<file path="src/rtl/vga_timing_generator.sv">
// Raster timing source: pixel/line counters, registered raster outputs,
// polarity-selectable sync pins with a programmable alignment delay, and a frame counter.

module vga_timing_generator_param_check #(
   parameter int H_VISIBLE  = 640,
   parameter int H_FRONT    = 16,
   parameter int H_SYNC     = 96,
   parameter int H_BACK     = 48,
   parameter int V_VISIBLE  = 480,
   parameter int V_FRONT    = 10,
   parameter int V_SYNC     = 2,
   parameter int V_BACK     = 33,
   parameter int SYNC_DELAY = 0
) ();
   generate
      if (H_VISIBLE < 1 || H_FRONT < 1 || H_SYNC < 1 || H_BACK < 1) begin : g_bad_h
         $error("vga_timing_generator: every horizontal timing width must be at least 1");
      end
      if (V_VISIBLE < 1 || V_FRONT < 1 || V_SYNC < 1 || V_BACK < 1) begin : g_bad_v
         $error("vga_timing_generator: every vertical timing width must be at least 1");
      end
      if (SYNC_DELAY < 0 || SYNC_DELAY > 7) begin : g_bad_delay
         $error("vga_timing_generator: SYNC_DELAY must be within 0..7");
      end
   endgenerate
endmodule

module vga_timing_generator #(
   parameter int H_VISIBLE       = 640,
   parameter int H_FRONT         = 16,
   parameter int H_SYNC          = 96,
   parameter int H_BACK          = 48,
   parameter int V_VISIBLE       = 480,
   parameter int V_FRONT         = 10,
   parameter int V_SYNC          = 2,
   parameter int V_BACK          = 33,
   parameter int SYNC_ACTIVE_LOW = 1,
   parameter int SYNC_DELAY      = 0
) (
   input  logic        vga_clock,
   input  logic        reset,
   output logic [31:0] column,
   output logic [31:0] row,
   output logic        display_enable,
   output logic        hsync,
   output logic        vsync,
   output logic        line_start,
   output logic        frame_start,
   output logic [15:0] frame_count
);

   localparam int H_TOTAL  = H_VISIBLE + H_FRONT + H_SYNC + H_BACK;
   localparam int V_TOTAL  = V_VISIBLE + V_FRONT + V_SYNC + V_BACK;
   localparam int HS_START = H_VISIBLE + H_FRONT;
   localparam int HS_END   = HS_START + H_SYNC;
   localparam int VS_START = V_VISIBLE + V_FRONT;
   localparam int VS_END   = VS_START + V_SYNC;

   localparam logic SYNC_ASSERT = (SYNC_ACTIVE_LOW != 0) ? 1'b0 : 1'b1;
   localparam logic SYNC_IDLE   = ~SYNC_ASSERT;

   vga_timing_generator_param_check #(
      .H_VISIBLE  (H_VISIBLE),
      .H_FRONT    (H_FRONT),
      .H_SYNC     (H_SYNC),
      .H_BACK     (H_BACK),
      .V_VISIBLE  (V_VISIBLE),
      .V_FRONT    (V_FRONT),
      .V_SYNC     (V_SYNC),
      .V_BACK     (V_BACK),
      .SYNC_DELAY (SYNC_DELAY)
   ) u_param_check ();

   function automatic logic sync_level(input logic active);
      sync_level = active ? SYNC_ASSERT : SYNC_IDLE;
   endfunction

   logic [31:0]         h_r;
   logic [31:0]         v_r;
   logic [31:0]         h_next_s;
   logic [31:0]         v_next_s;
   logic                h_last_s;
   logic                v_last_s;
   logic                display_s;
   logic                hsync_raw_s;
   logic                vsync_raw_s;
   logic                line_s;
   logic                frame_s;

   logic [31:0]         column_r;
   logic [31:0]         row_r;
   logic                display_enable_r;
   logic                line_start_r;
   logic                frame_start_r;
   logic [SYNC_DELAY:0] hsync_pipe_r;
   logic [SYNC_DELAY:0] vsync_pipe_r;
   logic [15:0]         frame_count_r;
   logic                first_frame_r;

   // Counter advance and raw raster decode from the current counter state.
   always_comb begin
      h_next_s    = h_r + 32'd1;
      v_next_s    = v_r;
      h_last_s    = (h_r == 32'(H_TOTAL - 1));
      v_last_s    = (v_r == 32'(V_TOTAL - 1));
      display_s   = (h_r < 32'(H_VISIBLE)) && (v_r < 32'(V_VISIBLE));
      hsync_raw_s = (h_r >= 32'(HS_START)) && (h_r < 32'(HS_END));
      vsync_raw_s = (v_r >= 32'(VS_START)) && (v_r < 32'(VS_END));
      line_s      = (h_r == 32'd0);
      frame_s     = line_s && (v_r == 32'd0);
      if (h_last_s) begin
         h_next_s = 32'd0;
         if (v_last_s) begin
            v_next_s = 32'd0;
         end else begin
            v_next_s = v_r + 32'd1;
         end
      end else begin
         h_next_s = h_r + 32'd1;
         v_next_s = v_r;
      end
   end

   // Horizontal/vertical position counters.
   always_ff @(posedge vga_clock or negedge reset) begin
      if (!reset) begin
         h_r <= 32'd0;
         v_r <= 32'd0;
      end else begin
         h_r <= h_next_s;
         v_r <= v_next_s;
      end
   end

   // Registered raster outputs plus the sync alignment shift registers (stage 0 is
   // the one-cycle register shared with column/row, later stages add SYNC_DELAY).
   always_ff @(posedge vga_clock or negedge reset) begin
      if (!reset) begin
         column_r         <= 32'd0;
         row_r            <= 32'd0;
         display_enable_r <= 1'b0;
         line_start_r     <= 1'b0;
         frame_start_r    <= 1'b0;
         hsync_pipe_r     <= {(SYNC_DELAY + 1){SYNC_IDLE}};
         vsync_pipe_r     <= {(SYNC_DELAY + 1){SYNC_IDLE}};
      end else begin
         column_r         <= h_r;
         row_r            <= v_r;
         display_enable_r <= display_s;
         line_start_r     <= line_s;
         frame_start_r    <= frame_s;
         hsync_pipe_r[0]  <= sync_level(hsync_raw_s);
         vsync_pipe_r[0]  <= sync_level(vsync_raw_s);
         for (int i = 1; i <= SYNC_DELAY; i++) begin
            hsync_pipe_r[i] <= hsync_pipe_r[i-1];
            vsync_pipe_r[i] <= vsync_pipe_r[i-1];
         end
      end
   end

   // Completed-frame counter; the frame_start right after reset opens frame 0 and is not counted.
   always_ff @(posedge vga_clock or negedge reset) begin
      if (!reset) begin
         frame_count_r <= 16'd0;
         first_frame_r <= 1'b1;
      end else if (frame_s) begin
         if (first_frame_r) begin
            frame_count_r <= frame_count_r;
            first_frame_r <= 1'b0;
         end else begin
            frame_count_r <= frame_count_r + 16'd1;
            first_frame_r <= 1'b0;
         end
      end else begin
         frame_count_r <= frame_count_r;
         first_frame_r <= first_frame_r;
      end
   end

   assign column         = column_r;
   assign row            = row_r;
   assign display_enable = display_enable_r;
   assign line_start     = line_start_r;
   assign frame_start    = frame_start_r;
   assign hsync          = hsync_pipe_r[SYNC_DELAY];
   assign vsync          = vsync_pipe_r[SYNC_DELAY];
   assign frame_count    = frame_count_r;

endmodule

</file>
<file path="config.mk">
export PLATFORM = sky130hd
export DESIGN_NAME = vga_timing_generator
export DESIGN_NICKNAME = d
export VERILOG_FILES = /design/src/rtl/vga_timing_generator.sv
export SDC_FILE = /design/constraint.sdc
export NUM_CORES = 1
export LEC_CHECK = 0
export ABC_AREA = 1
export CORE_ASPECT_RATIO = 1.5
export CORE_MARGIN = 10
export CORE_UTILIZATION = 40
export DETAILED_ROUTE_END_ITERATION = 8
export SLEW_MARGIN = 20
export SYNTH_ARGS = -nofsm -noshare
export SYNTH_HDL_FRONTEND = slang
export SYNTH_HIERARCHICAL = 1
export SYNTH_SLANG_ARGS = --single-unit
</file>
<file path="constraint.sdc">
create_clock -name vga_clock -period 1.8 [get_ports vga_clock]
set_input_delay 0.54 -clock vga_clock [delete_from_list [all_inputs] [get_ports vga_clock]]
set_output_delay 0.54 -clock vga_clock [all_outputs]
set_load 0.03 [all_outputs]
</file>
==> results of run 1 <==
-- area by class of cell --
class / instances / share of cell area [%]
inverter: 107 / 4.36
clock buffer: 18 / 4.74
multi-input combinational: 631 / 31.2
sequential: 150 / 40.6
tap: 213 / 2.88
clock inverter: 14 / 1.28
timing repair buffer: 159 / 14.9
-- power groups by stage --
stage               Combinational (mW)  Clock [mW]  Sequential, mW
floorplan                   0.00000158           0            3.43
global placement                0.0878           0            3.43
detailed placement              0.0883           0            3.43
CTS                             0.0898        3.39            3.37
global route                    0.0989        3.53            3.37
finish                          0.0841        3.34            3.37
-- cells by family after synthesis --
logic type	count (synthesis)	synth area share, %
and+or+nand+nor	559	33.2
DFF	150	52.8
buffers and inverters	120	6.93
AOI/OAI and AO/OA	39	2.81
xor gates and xnor gates	27	3.32
adders and majority gates	5	0.879
-- state kept, by name, summed over array words and instances, names as in the netlist --
signal          count
frame_count        16
column             32
h_r                32
v_r                32
first_frame_r       1
line_start          1
frame_start         1
hsync               1
row                32
display_enable      1
vsync               1
-- worst max-delay path by stage --
stage	to	slack [ns]
6_report	frame_count[0]	0.03
5_1_grt	frame_count[2]$_DFFE_PN0P_	-0.009
4_1_cts	frame_count[6]	0.0002
3_5_place_dp	vsync	0.11
3_3_place_gp	vsync	0.11
2_1_floorplan	frame_count[10]$_DFFE_PN0P_	0.16
-- through the flow --
stage	setup WS, ns	total power [mW]	TNS, ns	instance area, sq um	utilization, %
final	0.0341	6.79	0	9270	53.2
after global routing	-0.00919	6.99	-0.0163	9270	53.2
after CTS	0.000249	6.85	0	9230	53.0
after detailed placement	0.108	3.52	0	8760	50.3
after global placement	0.106	3.52	0	8760	50.3
after floorplan	0.156	3.43	0	7110	-
-- cells in the final DEF (no fill, tap or decap), types with 4 or more instances in the layout --
| cell type | instances |
|---|---|
| dlygate4sd2_1 | 77 |
| xor2_1 | 20 |
| dfrtp_1 | 141 |
| nand2_1 | 269 |
| inv_1 | 103 |
| nand3b_1 | 5 |
| nor3_1 | 18 |
| clkinv_4 | 6 |
| nor2_4 | 4 |
| o21ai_0 | 23 |
| o21ai_1 | 12 |
| xnor2_1 | 7 |
| nand4_1 | 30 |
| clkbuf_16 | 17 |
| nand3_1 | 71 |
| nor2_2 | 6 |
| dfrtp_2 | 6 |
| inv_6 | 4 |
| buf_4 | 66 |
| nor2_1 | 149 |
| ha_1 | 5 |
| buf_12 | 6 |
-- layer usage --
metal	routed length [um]	GRT usage [%]
met1	7600	17.9
met2	10500	30.6
met3	779	3.32
met4	671	7.94
met5	0	0
-- repair_timing --
item	in CTS	in global routing
pin swaps	0	3
endpoints found under the setup margin	84	34
hold buffers	1	0
setup buffers	0	1
hold endpoints to repair	4	0
cloned	0	1
gates resized for setup	93	18
==> flow_summary.json, run 1 <==
{
  "status": "finished clean",
  "synth_edf_count": 0,
  "critPathLaunchType": "register",
  "clock_latency_ns": 0.43,
  "max_stage_delay_ns": 0.42,
  "synth.top_cell.area_share_pct": 51.7,
  "min_period_ns": 1.77,
  "hold_viol": 0,
  "grt_start_max_net_pins": 57,
  "dr.pass1.iters": 7,
  "regToRegStartpoint": "h_r[21]$_DFF_PN0_",
  "die_x_um": 129,
  "period_share_pct": 98.1,
  "synth_seq_area_share_pct": 52.8,
  "drc_errors": 0,
  "fp.dieH_um": 183,
  "end_kind": "primary output",
  "crit_family": "buffers and inverters",
  "row_count": 59,
  "final_cells": 1292,
  "hold_class": "register to register",
  "critPathMaxFanout": 2,
  "crit_chain": "dlygate4sd2_1",
  "ys_ff_latch": 150,
  "multi_input_area_sq_um": 2890,
  "synthTopCellsByCount": "270 x nand2_1, 151 x nor2_1, 147 x dfrtp_1",
  "clockBufferDepth": 2,
  "drv_cap": 0,
  "yosysWarningCount": 6,
  "hold_slack_ns": 0.438,
  "nets": 1073,
  "r2r_setup_slack_ns": 0.11,
  "cts-root-buf": "clkbuf_16",
  "maxSlewHeadroom_pct": 73.9,
  "power.share.switching_pct": 23.1,
  "area_growth_syn_to_layout_pct": 30.3,
  "synth_area_sq_um": 7110,
  "holdPathStages": 0,
  "vias": 6329,
  "htree_levels": 4,
  "fp.dieArea_sq_um": 23600,
  "numPortBuffers": 86,
  "start_util_pct": 40.8,
  "viasPerCell": 4.90,
  "drive_above_1_share_pct": 12.8,
  "groute.usage.overall_pct": 16.7,
  "avgSynthCellArea_sq_um": 7.90,
  "syn_nets": 907,
  "powerDensity_nw_per_um2": 733,
  "cpMaxStageDelayCell": "dlygate4sd2_1",
  "grt_pass1_vias": 6159,
  "r2r_cells": 8,
  "cp_data_required_time_ns": 1.26,
  "ys_types": 27,
  "path_depth": 1,
  "async_flop_share_pct": 100,
  "antenna_left": 0,
  "numCtsBuffers": 17,
  "comb_power_share_pct": 1.2,
  "cts_tree": "done",
  "route.detailed.wl_per_inst_um": 15.1,
  "fillers": 1701,
  "yosys-top-cells-area": "dfrtp_1 52%, nand2_1 14%, nor2_1 8.0%",
  "drt_iter0_drc": 445,
  "io_pins": 87,
  "place_congestion": 0.922,
  "diodes": 0,
  "placedCellCount": 1257,
  "post-synth-top-count-cell": "nand2_1",
  "intPower_mw": 5.22,
  "criticalPathCategory": "register to primary output",
  "r2r-end": "h_r[31]$_DFF_PN0_",
  "ir_worst_vdd_mv": 0.445,
  "tightest_slew_ns": 0.389,
  "netlist_instances": 900,
  "antenna_found_initial": 0,
  "clkSlewWorstSetupHoldPaths_ns": 0.07,
  "finClkSkew_ns": 0.0146,
  "max_freq_mhz": 566,
  "p_switching_mw": 1.57,
  "crit_path_start": "frame_count[0]$_DFFE_PN0P_",
  "arrival_ns": 1.23,
  "register_area_sq_um": 3760,
  "whs_endpoint": "row[19]$_DFF_PN0_",
  "drt_wl_total_um": 19600,
  "gr-total-overflow": 0,
  "seqPwrFrac_pct": 49.6,
  "dp_hpwl_um": 15100,
  "drv_slew": 0,
  "path_buf_inv": 1,
  "clkPwrFrac_pct": 49.1,
  "yosys.area.top_type": "dfrtp_1",
  "grt_pass1_wl_um": 31100,
  "clock_sinks": 150,
  "p_leak_nw": 4.89,
  "synth_top_flop_cell": "dfrtp_1",
  "holdCritStartpoint": "v_r[19]$_DFFE_PN0N_",
  "core_sq_um": 17400,
  "setup_viol_count_final": 0
}
(Power assumes the default switching activity.)
==> run 2, diff against run 1 <==
==> constraint.sdc (replaced) <==
create_clock -name vga_clock -period 2.2 [get_ports vga_clock]
set_input_delay 0.66 -clock vga_clock [delete_from_list [all_inputs] [get_ports vga_clock]]
set_output_delay 0.66 -clock vga_clock [all_outputs]
set_load 0.03 [all_outputs]
==> run 2 against run 1 <==
Count of clock-buffer cells in the layout shrank 1. Non-clock buffer count decreased by 62. Setup slack gained 0.021 ns. Combinational power decreased by 16%.
==> flow_summary.json, run 2 (synthesis results as in run 1) <==
{
  "maxSlewHeadroom_pct": 65.9,
  "place_congestion": 0.938,
  "drt_wl_total_um": 19000,
  "start_util_pct": 40.8,
  "htree_levels": 4,
  "hold_viol": 0,
  "final_cells": 1229,
  "core_sq_um": 17400,
  "intPower_mw": 4.47,
  "vias": 6038,
  "criticalPathCategory": "register to primary output",
  "drv_cap": 0,
  "placedCellCount": 1197,
  "seqPwrFrac_pct": 48.1,
  "layout_commonest_cell": "nand2_1",
  "placed_cell_area_sq_um": 8300,
  "hold_slack_ns": 0.183,
  "p_switching_mw": 1.27,
  "viasPerCell": 4.91,
  "arrival_ns": 1.49,
  "total_power_mw": 5.74,
  "p_leak_nw": 4.31,
  "gr-total-overflow": 0,
  "end_kind": "primary output",
  "fp.dieH_um": 183,
  "drive_above_1_share_pct": 5.91,
  "grt_pass1_wl_um": 31400,
  "fp.dieArea_sq_um": 23600,
  "fillers": 1696,
  "power.share.switching_pct": 22.1,
  "critPathLaunchType": "register",
  "final_cell_mix": "270 x nand2_1, 151 x nor2_1, 147 x dfrtp_1",
  "clock_sinks": 150,
  "numPortBuffers": 86,
  "route.detailed.wl_per_inst_um": 15.5,
  "row_count": 59,
  "cpMaxStageDelayCell": "clkdlybuf4s50_1",
  "period_share_pct": 97.5,
  "hold_class": "primary input to async pin",
  "max_stage_delay_ns": 0.69,
  "cts_tree": "done",
  "status": "finished clean",
  "crit_family": "buffers and inverters",
  "min_period_ns": 2.15,
  "drc_errors": 0,
  "drt_iter0_drc": 462,
  "finClkSkew_ns": 0.00657,
  "stdcell_area_sq_um": 8870,
  "io_pins": 87,
  "drv_slew": 0,
  "clock_latency_ns": 0.43,
  "max_freq_mhz": 466,
  "multi_input_area_sq_um": 2860,
  "cts-root-buf": "clkbuf_16",
  "critPathMaxFanout": 1,
  "die_x_um": 129,
  "cp_data_required_time_ns": 1.54,
  "numCtsBuffers": 17,
  "setup_viol_count_final": 0,
  "grt_start_max_net_pins": 52,
  "comb_power_share_pct": 1.2,
  "grt_pass1_vias": 6142,
  "ir_worst_vdd_mv": 0.419,
  "fin_setup_tns_ns": 0,
  "nets": 1010,
  "path_buf_inv": 1,
  "clockBufferDepth": 2,
  "dr.pass1.iters": 5,
  "antenna_found_initial": 0,
  "crit_chain": "clkdlybuf4s50_1",
  "clkSlewWorstSetupHoldPaths_ns": 0.06,
  "dp_hpwl_um": 14400,
  "antenna_left": 0,
  "rsz0062_at_grt": "false",
  "register_area_sq_um": 3760,
  "powerDensity_nw_per_um2": 646,
  "area_growth_syn_to_layout_pct": 24.7,
  "clkPwrFrac_pct": 50.7,
  "diodes": 0,
  "tightest_slew_ns": 0.510,
  "groute.usage.overall_pct": 16.9
}
==> run 2: cell count changes in the layout (fill, tap and decap cells not counted), sizes merged, moves of 2 or more <==
cell           previous run  this run
clkdlybuf4s50             0        67
buf                      74        12
dlygate4sd2              77        17
clkbuf                   21        17
clkdlybuf4s15             4         0
bufinv                    0         2
==> run 2: timing repair <==
action                                  CTS  global route
setup buffers                             0             0
hold buffers                              0             0
resized for setup                        17             1
endpoints found under the setup margin   17             1
==> run 2: cell type report <==
cell class | instances | area share [%]
repair buffers | 97 | 11.1
inverters | 107 | 4.53
multi-input cells | 630 | 32.3
clock buffers | 17 | 4.79
flip-flops and latches | 150 | 42.3
clock inverters | 15 | 1.92
well taps | 213 | 3.00
==> run 2: path summary, 6_finish.rpt <==
kind / startpoint / endpoint / slack, ns / cells after the start
min in group vga_clock: v_r[31]$_DFFE_PN0N_ / row[31]$_DFF_PN0_ / 0.44 / 0
worst max-delay path: row[7]$_DFF_PN0_ / row[7] / 0.05 / 1
worst min-delay path: reset / h_r[13]$_DFF_PN0_ / 0.18 / 1
max in group asynchronous: reset / row[0]$_DFF_PN0_ / 1.47 / 2
worst max register to register: v_r[8]$_DFFE_PN0N_ / v_r[25]$_DFFE_PN0N_ / 0.34 / 7
worst min register to register: v_r[31]$_DFFE_PN0N_ / row[31]$_DFF_PN0_ / 0.44 / 0
==> run 2: through the flow <==
step | utilization (%) | setup slack, ns
floorplan | - | 0.556
global placement | 47.6 | 0.382
detailed placement | 47.6 | 0.359
CTS | 50.9 | 0.00431
global route | 50.9 | 0.0167
finish | 50.9 | 0.0549
==> run 2: per-layer routing <==
metal | GRT usage, % | routed length, um | vias up
li1 | - | - | 3045
met1 | 18.1 | 7430 | 2821
met2 | 31.0 | 10200 | 134
met3 | 3.58 | 793 | 38
met4 | 7.39 | 567 | 0
met5 | 0 | 0 | -
==> run 2: power groups by stage <==
stage / sequential [mW] / combinational (mW) / clock, mW
detailed placement: 2.81 / 0.0761 / 0
floorplan: 2.81 / 0.00000158 / 0
CTS: 2.76 / 0.0761 / 2.99
global placement: 2.81 / 0.0754 / 0
finish: 2.76 / 0.0710 / 2.91
global route: 2.76 / 0.0835 / 3.11
==> edit (flow settings as in run 1) <==
`SYNC_DELAY` is set to 0 in 2 places; all go to 1.
--- a/src/rtl/vga_timing_generator.sv
+++ b/src/rtl/vga_timing_generator.sv
@@ -11,5 +11,5 @@
    parameter int V_SYNC     = 2,
    parameter int V_BACK     = 33,
-   parameter int SYNC_DELAY = 0
+   parameter int SYNC_DELAY = 1
 ) ();
    generate
@@ -36,5 +36,5 @@
    parameter int V_BACK          = 33,
    parameter int SYNC_ACTIVE_LOW = 1,
-   parameter int SYNC_DELAY      = 0
+   parameter int SYNC_DELAY      = 1
 ) (
    input  logic        vga_clock,
Check against the original RTL: same outputs for any inputs over 10 cycles, from zero or initial values and one cycle with reset low; that may be too few to reach the edited logic, so the function may still have changed.
==> edit against run 1 <==
  * Via count is 0.96% lower
  * Wire length is 0.56% lower
  * Worst setup slack worse by 9.6 ps
  * Final area is 1.4% higher
  * Synthesized area is 0.74% higher
  * Power is 8.2% higher
  * Sequential cell count is 2 higher
  * Critical path type unchanged
  * Critical path depth stayed put
==> edit: results (changes against run 1) <==
{| class="wikitable"
! Metric !! Value
|-
| Area fraction in compound gates after synthesis || 2.793% (-0.021 points)
|-
| Most instantiated cells after synthesis || 270 x sky130_fd_sc_hd__nand2_1, 151 x sky130_fd_sc_hd__nor2_1, 147 x sky130_fd_sc_hd__dfrtp_1, 103 x sky130_fd_sc_hd__inv_1, 71 x sky130_fd_sc_hd__nand3_1
|-
| Wire length of the first global-routing pass || 31000 um (-0.29%)
|-
| GRT met3 Usage || 3.118% (-0.20 points)
|-
| Post-Synth Adder-Cell Area || 0.8729% (-0.0064 points)
|-
| Path category of the worst min-delay check || in -> async
|-
| Family with the most delay on the worst path || flip-flops
|-
| Startpoint of the worst-slack reg-to-reg timing path || h_r[7]
|-
| Detailed router's first-iteration violation count || 373 (-16%)
|-
| Area contributors post-synth || sky130_fd_sc_hd__dfrtp_1 51%, sky130_fd_sc_hd__nand2_1 14%, sky130_fd_sc_hd__nor2_1 7.9%
|-
| Termination of the worst setup path || vsync
|-
| Count of placed standard cells including taps || 1250 (-0.56%)
|-
| Result of the run || finished, final reports clean
|-
| Post-Route Skew || 9.288 ps (-5.323 ps)
|-
| Gr usage total || 16.63% (-0.10 points)
|-
| Net count reported at finish || 1068 (-0.47%)
|-
| XOR/XNOR share of the synthesized area || 3.300% (-0.024 points)
|-
| Via count of the first global-routing pass || 6170 (+0.18%)
|-
| Detailed-routed wire length on met2 || 10720 um (+2.0%)
|-
| Post-Route M1 WL || 7529 um (-0.92%)
|-
| Final GP Congestion || 0.9020 (-2.2%)
|-
| Met2 global-route usage || 31.65% (+1.0 points)
|-
| Post-Place Worst Slack || 91.12 ps (-17.07 ps)
|-
| Placed cell area || 8720 um2 (-0.43%)
|-
| Worst R2R End || h_r[12]
|-
| Least setup slack across all paths after layout || 24.47 ps (-9.630 ps)
|-
| CTS Root Buffer Type || sky130_fd_sc_hd__clkbuf_16
|-
| Leakage power || 0.004908 uW (+0.33%)
|-
| Worst reg2reg setup slack || 90 ps (-20 ps)
|-
| Net count after synthesis || 909 (+0.22%)
|-
| Layout cells sized above 1 || 12.76% (-0.034 points)
|-
| Aggregate routed wire length || 19450 um (-0.56%)
|-
| Clock-pin transition on the worst setup and hold timing paths || 60 ps
|-
| Worst reg2reg path depth || 6 (-2)
|-
| Worst relative slew slack || 67.38% (-6.5 points)
|-
| Critical Path Slowest Stage Cell || sky130_fd_sc_hd__dfstp_2
|-
| Count of TritonRoute iterations in the first routing pass || 7 (unchanged)
|-
| Maximum number of pins on one net before global-route repair || 89 (+56%)
|-
| Worst IR Drop VDD || 0.4049 mV (-9.0%)
|-
| Post-synthesis instance total || 902 (+0.22%)
|-
| DR WL met3 || 679 um (-13%)
|-
| Delay of the slowest cell on the worst path || 520 ps (+100 ps)
|-
| Register area share after synthesis || 53.16% (+0.35 points)
|-
| Total via count in the routed design || 6268 (-0.96%)
|-
| Critical Path Fanout Max || 1 (-1)
|-
| Met1 Usage GRT || 17.34% (-0.51 points)
|-
| Critical Path Start || vsync_pipe_r[1]
|-
| Wirelength per Cell || 15.11 um (-0.18%)
|}
-- edit: layout make-up --
| class | instances | area (um2) |
|---|---|---|
| inverter | 107 | 404.1 |
| sequential | 152 | 3815 |
| tap | 213 | 266.5 |
| multi-input combinational | 630 | 2897 |
| clock buffer | 19 | 452.9 |
| clock inverter | 13 | 191.4 |
| timing repair buffer | 153 | 1376 |
| fill | 1700 | 8093 |
-- edit: where the power goes --
group	total [uW]	leakage, uW	switching (uW)	internal, uW
sequential	3420	0.00207	0	3420
combinational	76.4	0.00254	65.0	11.4
clock	3860	0.000300	1450	2410
total	7350	0.00491	1520	5830
-- edit: metrics by stage --
stage	utilization, %	hold WS [ps]
after global routing	53.74	114.6
after detailed placement	49.84	358.3
after CTS	53.01	101.6
after floorplan	-	244.4
after global placement	49.84	361.0
final	53.74	82.74
-- edit: what timing repair did --
item / in CTS / in global routing
buffers inserted: 0 / 3
endpoints found under the setup margin: 85 / 50
pin swaps: 0 / 2
gates cloned: 0 / 2
resized for setup: 99 / 18
